File: config.mk
export PLATFORM = sky130hd
export DESIGN_NAME = events_rate_sequencer_flat
export DESIGN_NICKNAME = d
export VERILOG_FILES = /design/src/rtl/events_rate_sequencer_pkg.sv /design/src/rtl/events_rate_sequencer_if.sv /design/src/rtl/events_rate_gate_timer.sv /design/src/rtl/events_rate_sequencer.sv /design/src/flat_wrapper.sv
export SDC_FILE = /design/constraint.sdc
export NUM_CORES = 1
export LEC_CHECK = 0
export CORE_MARGIN = 1
export CORE_UTILIZATION = 48
export CTS_CLUSTER_SIZE = 28
export DETAILED_ROUTE_END_ITERATION = 16
export PLACE_DENSITY = 0.74
export RECOVER_POWER = 50
export SETUP_SLACK_MARGIN = 0.3
export SYNTH_ARGS = -nofsm -noshare
export SYNTH_HDL_FRONTEND = slang
export SYNTH_SLANG_ARGS = --single-unit
File: constraint.sdc
create_clock -name clk -period 5.2 [get_ports clk]
set_input_delay 0.52 -clock clk [delete_from_list [all_inputs] [get_ports clk]]
set_output_delay 0.52 -clock clk [all_outputs]
set_load 0.01 [all_outputs]
File: src/rtl/events_rate_sequencer_pkg.sv
// EventsRatePackage: shared state encoding and channel-id width for the events-rate sequencer.
package EventsRatePackage;
    localparam int CHAN_ID_W = 8;
    typedef enum logic [2:0] {IDLE, CLEAR, GATE, REQUEST, WAIT_READY, STREAM} events_rate_seq_state_t;
endpackage

File: src/rtl/events_rate_sequencer_if.sv
// EventsRateInterface: control and count bundle between the counter block and its sequencer.
interface EventsRateInterface #(
    parameter int COUNTER_LENGTH = 24,
    parameter int CHANNEL_NUMBER = 2
) ();
    logic [CHANNEL_NUMBER-1:0]                     enable;
    logic                                          read;
    logic                                          clear;
    logic                                          events_rate_ready;
    logic [CHANNEL_NUMBER-1:0][COUNTER_LENGTH-1:0] event_count;
    modport external (output enable, output read, output clear, input events_rate_ready, input event_count);
    modport internal (input enable, input read, input clear, output events_rate_ready, output event_count);
endinterface

File: src/rtl/events_rate_gate_timer.sv
// events_rate_gate_timer: loadable down-counter; done is high during the last counted cycle.
module events_rate_gate_timer #(
    parameter int W = 8
) (
    input  logic         clk,
    input  logic         reset,
    input  logic         load_i,
    input  logic [W-1:0] value_i,
    output logic         done_o
);
    logic [W-1:0] count_q;
    always_ff @(posedge clk or posedge reset)
        if (reset) count_q <= '0;
        else if (load_i) count_q <= value_i;
        else if (count_q != '0) count_q <= count_q - W'(1);
    assign done_o = count_q == W'(1);
endmodule

File: src/rtl/events_rate_sequencer.sv
// events_rate_sequencer: gates the counter block for a fixed window, snapshots counts on ready,
// and streams one {channel, count} word per enabled channel before clearing for the next window.
module events_rate_sequencer
    import EventsRatePackage::*;
#(
    parameter int COUNTER_LENGTH = 24,
    parameter int CHANNEL_NUMBER = 2,
    parameter int GATE_CYCLES    = 1_000_000,
    parameter int TIMEOUT_CYCLES = 255
) (
    input  logic                                clk,
    input  logic                                reset,
    EventsRateInterface.external                rate_if,
    input  logic                                cfg_start,
    input  logic                                cfg_stop,
    input  logic [CHANNEL_NUMBER-1:0]           channel_mask,
    output logic                                out_valid,
    input  logic                                out_ready,
    output logic [CHAN_ID_W+COUNTER_LENGTH-1:0] out_data,
    output logic                                out_last,
    output logic                                busy,
    output logic                                timeout_error
);
    localparam int MAXC = GATE_CYCLES > TIMEOUT_CYCLES ? GATE_CYCLES : TIMEOUT_CYCLES;
    localparam int TW = $clog2(MAXC + 1);
    localparam int IW = CHANNEL_NUMBER > 1 ? $clog2(CHANNEL_NUMBER) : 1;

    events_rate_seq_state_t state_q;
    logic [CHANNEL_NUMBER-1:0] mask_q, enable_q;
    logic read_q, clear_q, out_valid_q, out_last_q, busy_q, timeout_q, stop_q, first_q;
    logic [CHAN_ID_W+COUNTER_LENGTH-1:0] out_data_q;
    logic [CHAN_ID_W-1:0] idx_q, first_idx, next_idx, last_idx;
    logic [COUNTER_LENGTH-1:0] snap_q [2**IW];
    logic timer_done;

    // One timer serves both waits: armed for the gate from CLEAR, for the ready wait from REQUEST.
    events_rate_gate_timer #(.W(TW)) u_timer (
        .clk     (clk),
        .reset   (reset),
        .load_i  (state_q == CLEAR || state_q == REQUEST),
        .value_i (state_q == CLEAR ? TW'(GATE_CYCLES) : TW'(TIMEOUT_CYCLES)),
        .done_o  (timer_done)
    );

    always_comb begin
        first_idx = '0;
        next_idx  = '0;
        last_idx  = '0;
        for (int i = CHANNEL_NUMBER - 1; i >= 0; i--) begin
            if (mask_q[i]) first_idx = 8'(i);
            if (mask_q[i] && 8'(i) > idx_q) next_idx = 8'(i);
        end
        for (int i = 0; i < CHANNEL_NUMBER; i++)
            if (mask_q[i]) last_idx = 8'(i);
    end

    always_ff @(posedge clk or posedge reset) begin
        if (reset) begin
            state_q     <= IDLE;
            mask_q      <= '0;
            enable_q    <= '0;
            read_q      <= 1'b0;
            clear_q     <= 1'b0;
            out_valid_q <= 1'b0;
            out_data_q  <= '0;
            out_last_q  <= 1'b0;
            busy_q      <= 1'b0;
            timeout_q   <= 1'b0;
            stop_q      <= 1'b0;
            first_q     <= 1'b0;
            idx_q       <= '0;
            for (int i = 0; i < 2**IW; i++) snap_q[i] <= '0;
        end else begin
            if (cfg_stop && state_q != IDLE) stop_q <= 1'b1;
            case (state_q)
                IDLE: if (cfg_start && |channel_mask) begin
                    mask_q    <= channel_mask;
                    timeout_q <= 1'b0;
                    stop_q    <= cfg_stop;
                    first_q   <= 1'b1;
                    clear_q   <= 1'b1;
                    busy_q    <= 1'b1;
                    state_q   <= CLEAR;
                end
                // The clear right after start never honours stop, so start+stop still yields one window.
                CLEAR: begin
                    clear_q <= 1'b0;
                    first_q <= 1'b0;
                    if ((stop_q || cfg_stop) && !first_q) begin
                        stop_q  <= 1'b0;
                        busy_q  <= 1'b0;
                        state_q <= IDLE;
                    end else begin
                        enable_q <= mask_q;
                        state_q  <= GATE;
                    end
                end
                GATE: if (timer_done) begin
                    enable_q <= '0;
                    read_q   <= 1'b1;
                    state_q  <= REQUEST;
                end
                REQUEST: begin
                    read_q  <= 1'b0;
                    state_q <= WAIT_READY;
                end
                WAIT_READY: if (rate_if.events_rate_ready) begin
                    for (int i = 0; i < CHANNEL_NUMBER; i++) snap_q[i] <= rate_if.event_count[i];
                    out_valid_q <= 1'b1;
                    out_data_q  <= {first_idx, rate_if.event_count[first_idx[IW-1:0]]};
                    out_last_q  <= first_idx == last_idx;
                    idx_q       <= first_idx;
                    state_q     <= STREAM;
                end else if (timer_done) begin
                    timeout_q <= 1'b1;
                    clear_q   <= 1'b1;
                    state_q   <= CLEAR;
                end
                STREAM: if (out_ready) begin
                    if (out_last_q) begin
                        out_valid_q <= 1'b0;
                        out_data_q  <= '0;
                        out_last_q  <= 1'b0;
                        clear_q     <= 1'b1;
                        state_q     <= CLEAR;
                    end else begin
                        out_data_q <= {next_idx, snap_q[next_idx[IW-1:0]]};
                        out_last_q <= next_idx == last_idx;
                        idx_q      <= next_idx;
                    end
                end
                default: state_q <= IDLE;
            endcase
        end
    end

    assign rate_if.enable = enable_q;
    assign rate_if.read   = read_q;
    assign rate_if.clear  = clear_q;
    assign out_valid      = out_valid_q;
    assign out_data       = out_data_q;
    assign out_last       = out_last_q;
    assign busy           = busy_q;
    assign timeout_error  = timeout_q;
endmodule
File: src/flat_wrapper.sv
// flat-port wrapper written by rule: the top's interface ports become plain ports
module events_rate_sequencer_flat import EventsRatePackage::*;
#(
    parameter int COUNTER_LENGTH = 24,
    parameter int CHANNEL_NUMBER = 2,
    parameter int GATE_CYCLES    = 1_000_000,
    parameter int TIMEOUT_CYCLES = 255
)
  (clk, reset, cfg_start, cfg_stop, channel_mask, out_valid, out_ready, out_data, out_last, busy, timeout_error, rate_if_enable, rate_if_read, rate_if_clear, rate_if_events_rate_ready, rate_if_event_count);
  EventsRateInterface #(.COUNTER_LENGTH(COUNTER_LENGTH), .CHANNEL_NUMBER(CHANNEL_NUMBER)) rate_if_i ();
  input  logic clk;
  input  logic reset;
  input  logic cfg_start;
  input  logic cfg_stop;
  input  logic [CHANNEL_NUMBER-1:0] channel_mask;
  output logic out_valid;
  input  logic out_ready;
  output logic [CHAN_ID_W+COUNTER_LENGTH-1:0] out_data;
  output logic out_last;
  output logic busy;
  output logic timeout_error;
  output wire logic [$bits(rate_if_i.enable)-1:0] rate_if_enable;
  output wire logic [$bits(rate_if_i.read)-1:0] rate_if_read;
  output wire logic [$bits(rate_if_i.clear)-1:0] rate_if_clear;
  input wire logic [$bits(rate_if_i.events_rate_ready)-1:0] rate_if_events_rate_ready;
  input wire logic [$bits(rate_if_i.event_count)-1:0] rate_if_event_count;
  assign rate_if_enable = rate_if_i.enable;
  assign rate_if_read = rate_if_i.read;
  assign rate_if_clear = rate_if_i.clear;
  assign rate_if_i.events_rate_ready = rate_if_events_rate_ready;
  assign rate_if_i.event_count = rate_if_event_count;
  events_rate_sequencer #(.COUNTER_LENGTH(COUNTER_LENGTH), .CHANNEL_NUMBER(CHANNEL_NUMBER), .GATE_CYCLES(GATE_CYCLES), .TIMEOUT_CYCLES(TIMEOUT_CYCLES)) u_core (.clk(clk), .reset(reset), .rate_if(rate_if_i), .cfg_start(cfg_start), .cfg_stop(cfg_stop), .channel_mask(channel_mask), .out_valid(out_valid), .out_ready(out_ready), .out_data(out_data), .out_last(out_last), .busy(busy), .timeout_error(timeout_error));
endmodule
==> summary.md <==
| Metric | Value |
|---|---|
| Status | finished with violations |
| Failing checks | max-capacitance violations, max-slew violations |
| Post-CTS Setup Bufs | 0 |
| Worst Hold Class | reg2reg |
| Total gr overflow | 0 |
| Most frequent cells in the layout | dfrtp_1 (109), clkdlybuf4s50_1 (53), mux2_2 (51), mux2i_1 (51), o21ai_0 (46) |
| Die H | 110 µm |
| Crit end category | async pin |
| Critical-path maximum fanout | 77 |
| Residual DRC | 0 |
| DRT Wirelength | 12600 µm |
| F_max | 318 MHz |
| Clock Latency Late Sink | 0.35 ns |
| Syn-to-layout area delta | 21.2% |
| Yosys Warn Count | 0 |
| Syn Std Cell Area | 5620 µm² |
| Simple-Gate Fraction of Synth Area | 12.6% |
| CP delay by family, top | buffers and inverters |
| Yosys top cell area share | 48.5% |
| Commonest non-fill, non-tap cell in the layout | dfrtp_1 |
| Synth cell types | 62 |
| Seq. cell area | 2730 µm² |
| DRT antenna net count | 0 |
| 1st-pass router iterations | 4 |
| Post-synth top flop | dfrtp_1 |
| Post-Synth Adder-Cell Area | 0.668% |
| CP Launch Type | input pin |
| Mapped Cells | 510 |
| CTS buffer count | 9 |
| Layout cell share with drive strength beyond 1 | 14.8% |
| Vias in the first global route | 4241 |
| Tmin final | 3.15 ns |
| Layout net count | 636 |
| Routed len/inst | 17.4 µm |
| GPL Wtd Cong | 0.838 |
| Grt met3 use | 4.06% |
| Die area | 12100 µm² |
| Worst IR drop on VDD | 0.000285 V |
| Vias | 4152 |
| Worst path bufs/invs | 3 |
| Worst clock skew | 0.00752 ns |
| Worst Tran Pin Value | 3.37 ns |
| Total power | 3.64 mW |
| IO buf count | 88 |
| H-tree depth | 3 |
| Cell area after placement | 6550 µm² |
| Largest net degree at the start of global routing | 78 |
| Slack of the critical path | 2.05 ns |
| Row cnt | 39 |
| EDFF count, synth | 0 |
| Met2 Usage GRT | 36.9% |
| Synth area leader | dfrtp_1 |
| Met1 global-route usage | 28.8% |
| Leakage | 2.97 nW |
| Hpwl dp | 8230 µm |
| Unrepaired setup endpoints after global routing | false |
| Post-layout util | 59.6% |
| Max-slew violations | 78 |
| Synth Area in XOR/XNOR | 0.312% |
| Root Driver | clkbuf_16 |
| Sequential share of the synthesized area | 48.5% |
| Final Hold Viols | 0 |
| Antenna violations before repair | 0 |
| I/O Pins | 96 |
| Max-slew headroom | -126% |
| Asr flop ratio synth | 100% |
| Multi-input gate area in the final layout | 2690 µm² |
| Post-synthesis mux area share | 19.3% |
| Synth Register Bits | 109 |
| Gr busiest metal | met2 |
| Layout fillers | 947 |
| Required @ worst endpoint | 5.68 ns |
| Pwr Density | 534 nW/µm² |
| WHS | 0.481 ns |
| First-pass GRT wire length | 20500 µm |
| Reg clk slew, reported paths | 0.07 ns |
| Place WS | 2.29 ns |
| Setup TNS | 0 ns |
| Crit-path cells | dlygate4sd3_1 > clkinvlp_2 > buf_4 |
| Crit Path Category | in2async |
| Max-Cap Viols | 1 |
| Largest family of logic cells by synthesized area | multiplexers |
| Post-synthesis compound-gate area fraction | 14.2% |
| Clock Path Buffers | 2 |
| Worst Path Arrival | 3.63 ns |
| Final Instance Area | 6810 µm² |
| Initial DRC count | 266 |
| Final non-filler cell total | 725 |
| CTS tree | done |
| Tcrit/Tclk final | 60.6% |
| Core area | 11400 µm² |
| Finish-stage setup viols | 0 |
| Avg Inst Size Synth | 11.0 µm² |
| Clock Sink Count | 109 |
| Number of diodes | 0 |
| CTS Hold Buffers Added | 0 |
| Via/cell ratio | 5.73 |
| Overall Global Routing Usage | 21.9% |
| Crit path max-delay cell type | clkinvlp_2 |
| Main area contributors after synthesis | dfrtp_1 (49%), mux2_2 (10%), mux2i_1 (9.1%) |
| Die Wd | 110 µm |
| Max incr delay on CP | 1.88 ns |
| Placed cell count | 709 |
| Initial Util | 49.2% |
| CTS-repair resized insts | 0 |
[worst paths after layout]
path / startpoint / end / slack, ns / cells past startpoint
setup / recovery: reset / u_core.rate_if.enable[0] / 2.05 / 3
hold / removal: u_core.out_data[8] / u_core.out_data[8] / 0.48 / 2
setup reg to reg: u_core.state_q[2] / u_core.out_data[10] / 2.52 / 5
hold reg to reg: u_core.out_data[8] / u_core.out_data[8] / 0.48 / 2
max in group clk: u_core.state_q[2] / u_core.out_data[10] / 2.52 / 5
min in group asynchronous: reset / u_core.out_data[17] / 1.61 / 2
[power by group]
part,internal [mW],switching [mW],leakage [nW]
sequential,1.23,0.294,1.33
combinational,0.763,0.713,1.51
clock,0.330,0.311,0.129
[routing by layer]
layer | part of all wire (%) | wire, µm
met1 | 45 | 5650
met2 | 49 | 6170
met3 | 4.9 | 616
met4 | 1.1 | 141
met5 | 0 | 0
[worst register-to-register path: cells and delay by family, from the launching register on]
family / cells / cell delay, ns
DFF: 1 / 0.66
and+or+nand+nor: 2 / 0.96
buffers and inverters: 1 / 0.36
AOI/OAI and AO/OA: 2 / 0.61
[synthesized netlist by cell type, types with 5 or more instances]
| cell type | count |
|---|---|
| buf_4 | 7 |
| a31oi_1 | 7 |
| mux2i_1 | 51 |
| inv_1 | 10 |
| nand2_1 | 41 |
| o22a_1 | 24 |
| nand2b_1 | 9 |
| o21ai_0 | 46 |
| nand3_1 | 8 |
| o211ai_1 | 5 |
| nor2_1 | 12 |
| mux2_2 | 51 |
| nor4_1 | 5 |
| buf_2 | 15 |
| dfrtp_1 | 109 |
| clkbuf_1 | 18 |
| a21oi_1 | 12 |
| nand4_1 | 6 |
| nor3_1 | 12 |
[cell families after synthesis]
logic type      count (synthesis)
simple gates                  123
compound gates                119
flops                         109
mux                           102
buf+inv                        51
fa+ha+maj                       3
xor+xnor                        2
other cells                     1
[state kept, by name, indices dropped and copies added (netlist names), 2 cells and up]
name / count
u_core.snap_q: 48
u_core.out_data: 25
u_core.u_timer.count_q: 20
u_core.state_q: 3
u_core.mask_q: 2
u_core.rate_if.enable: 2
[layout make-up]
cell class	instances	share of cell area, %
clock buffer	12	3.47
clock inverter	4	0.478
inverter	10	0.570
multi-input combinational	356	39.5
sequential	109	40.1
tap	143	2.63
timing repair buffer	91	13.3
(Power assumes the default switching activity.)
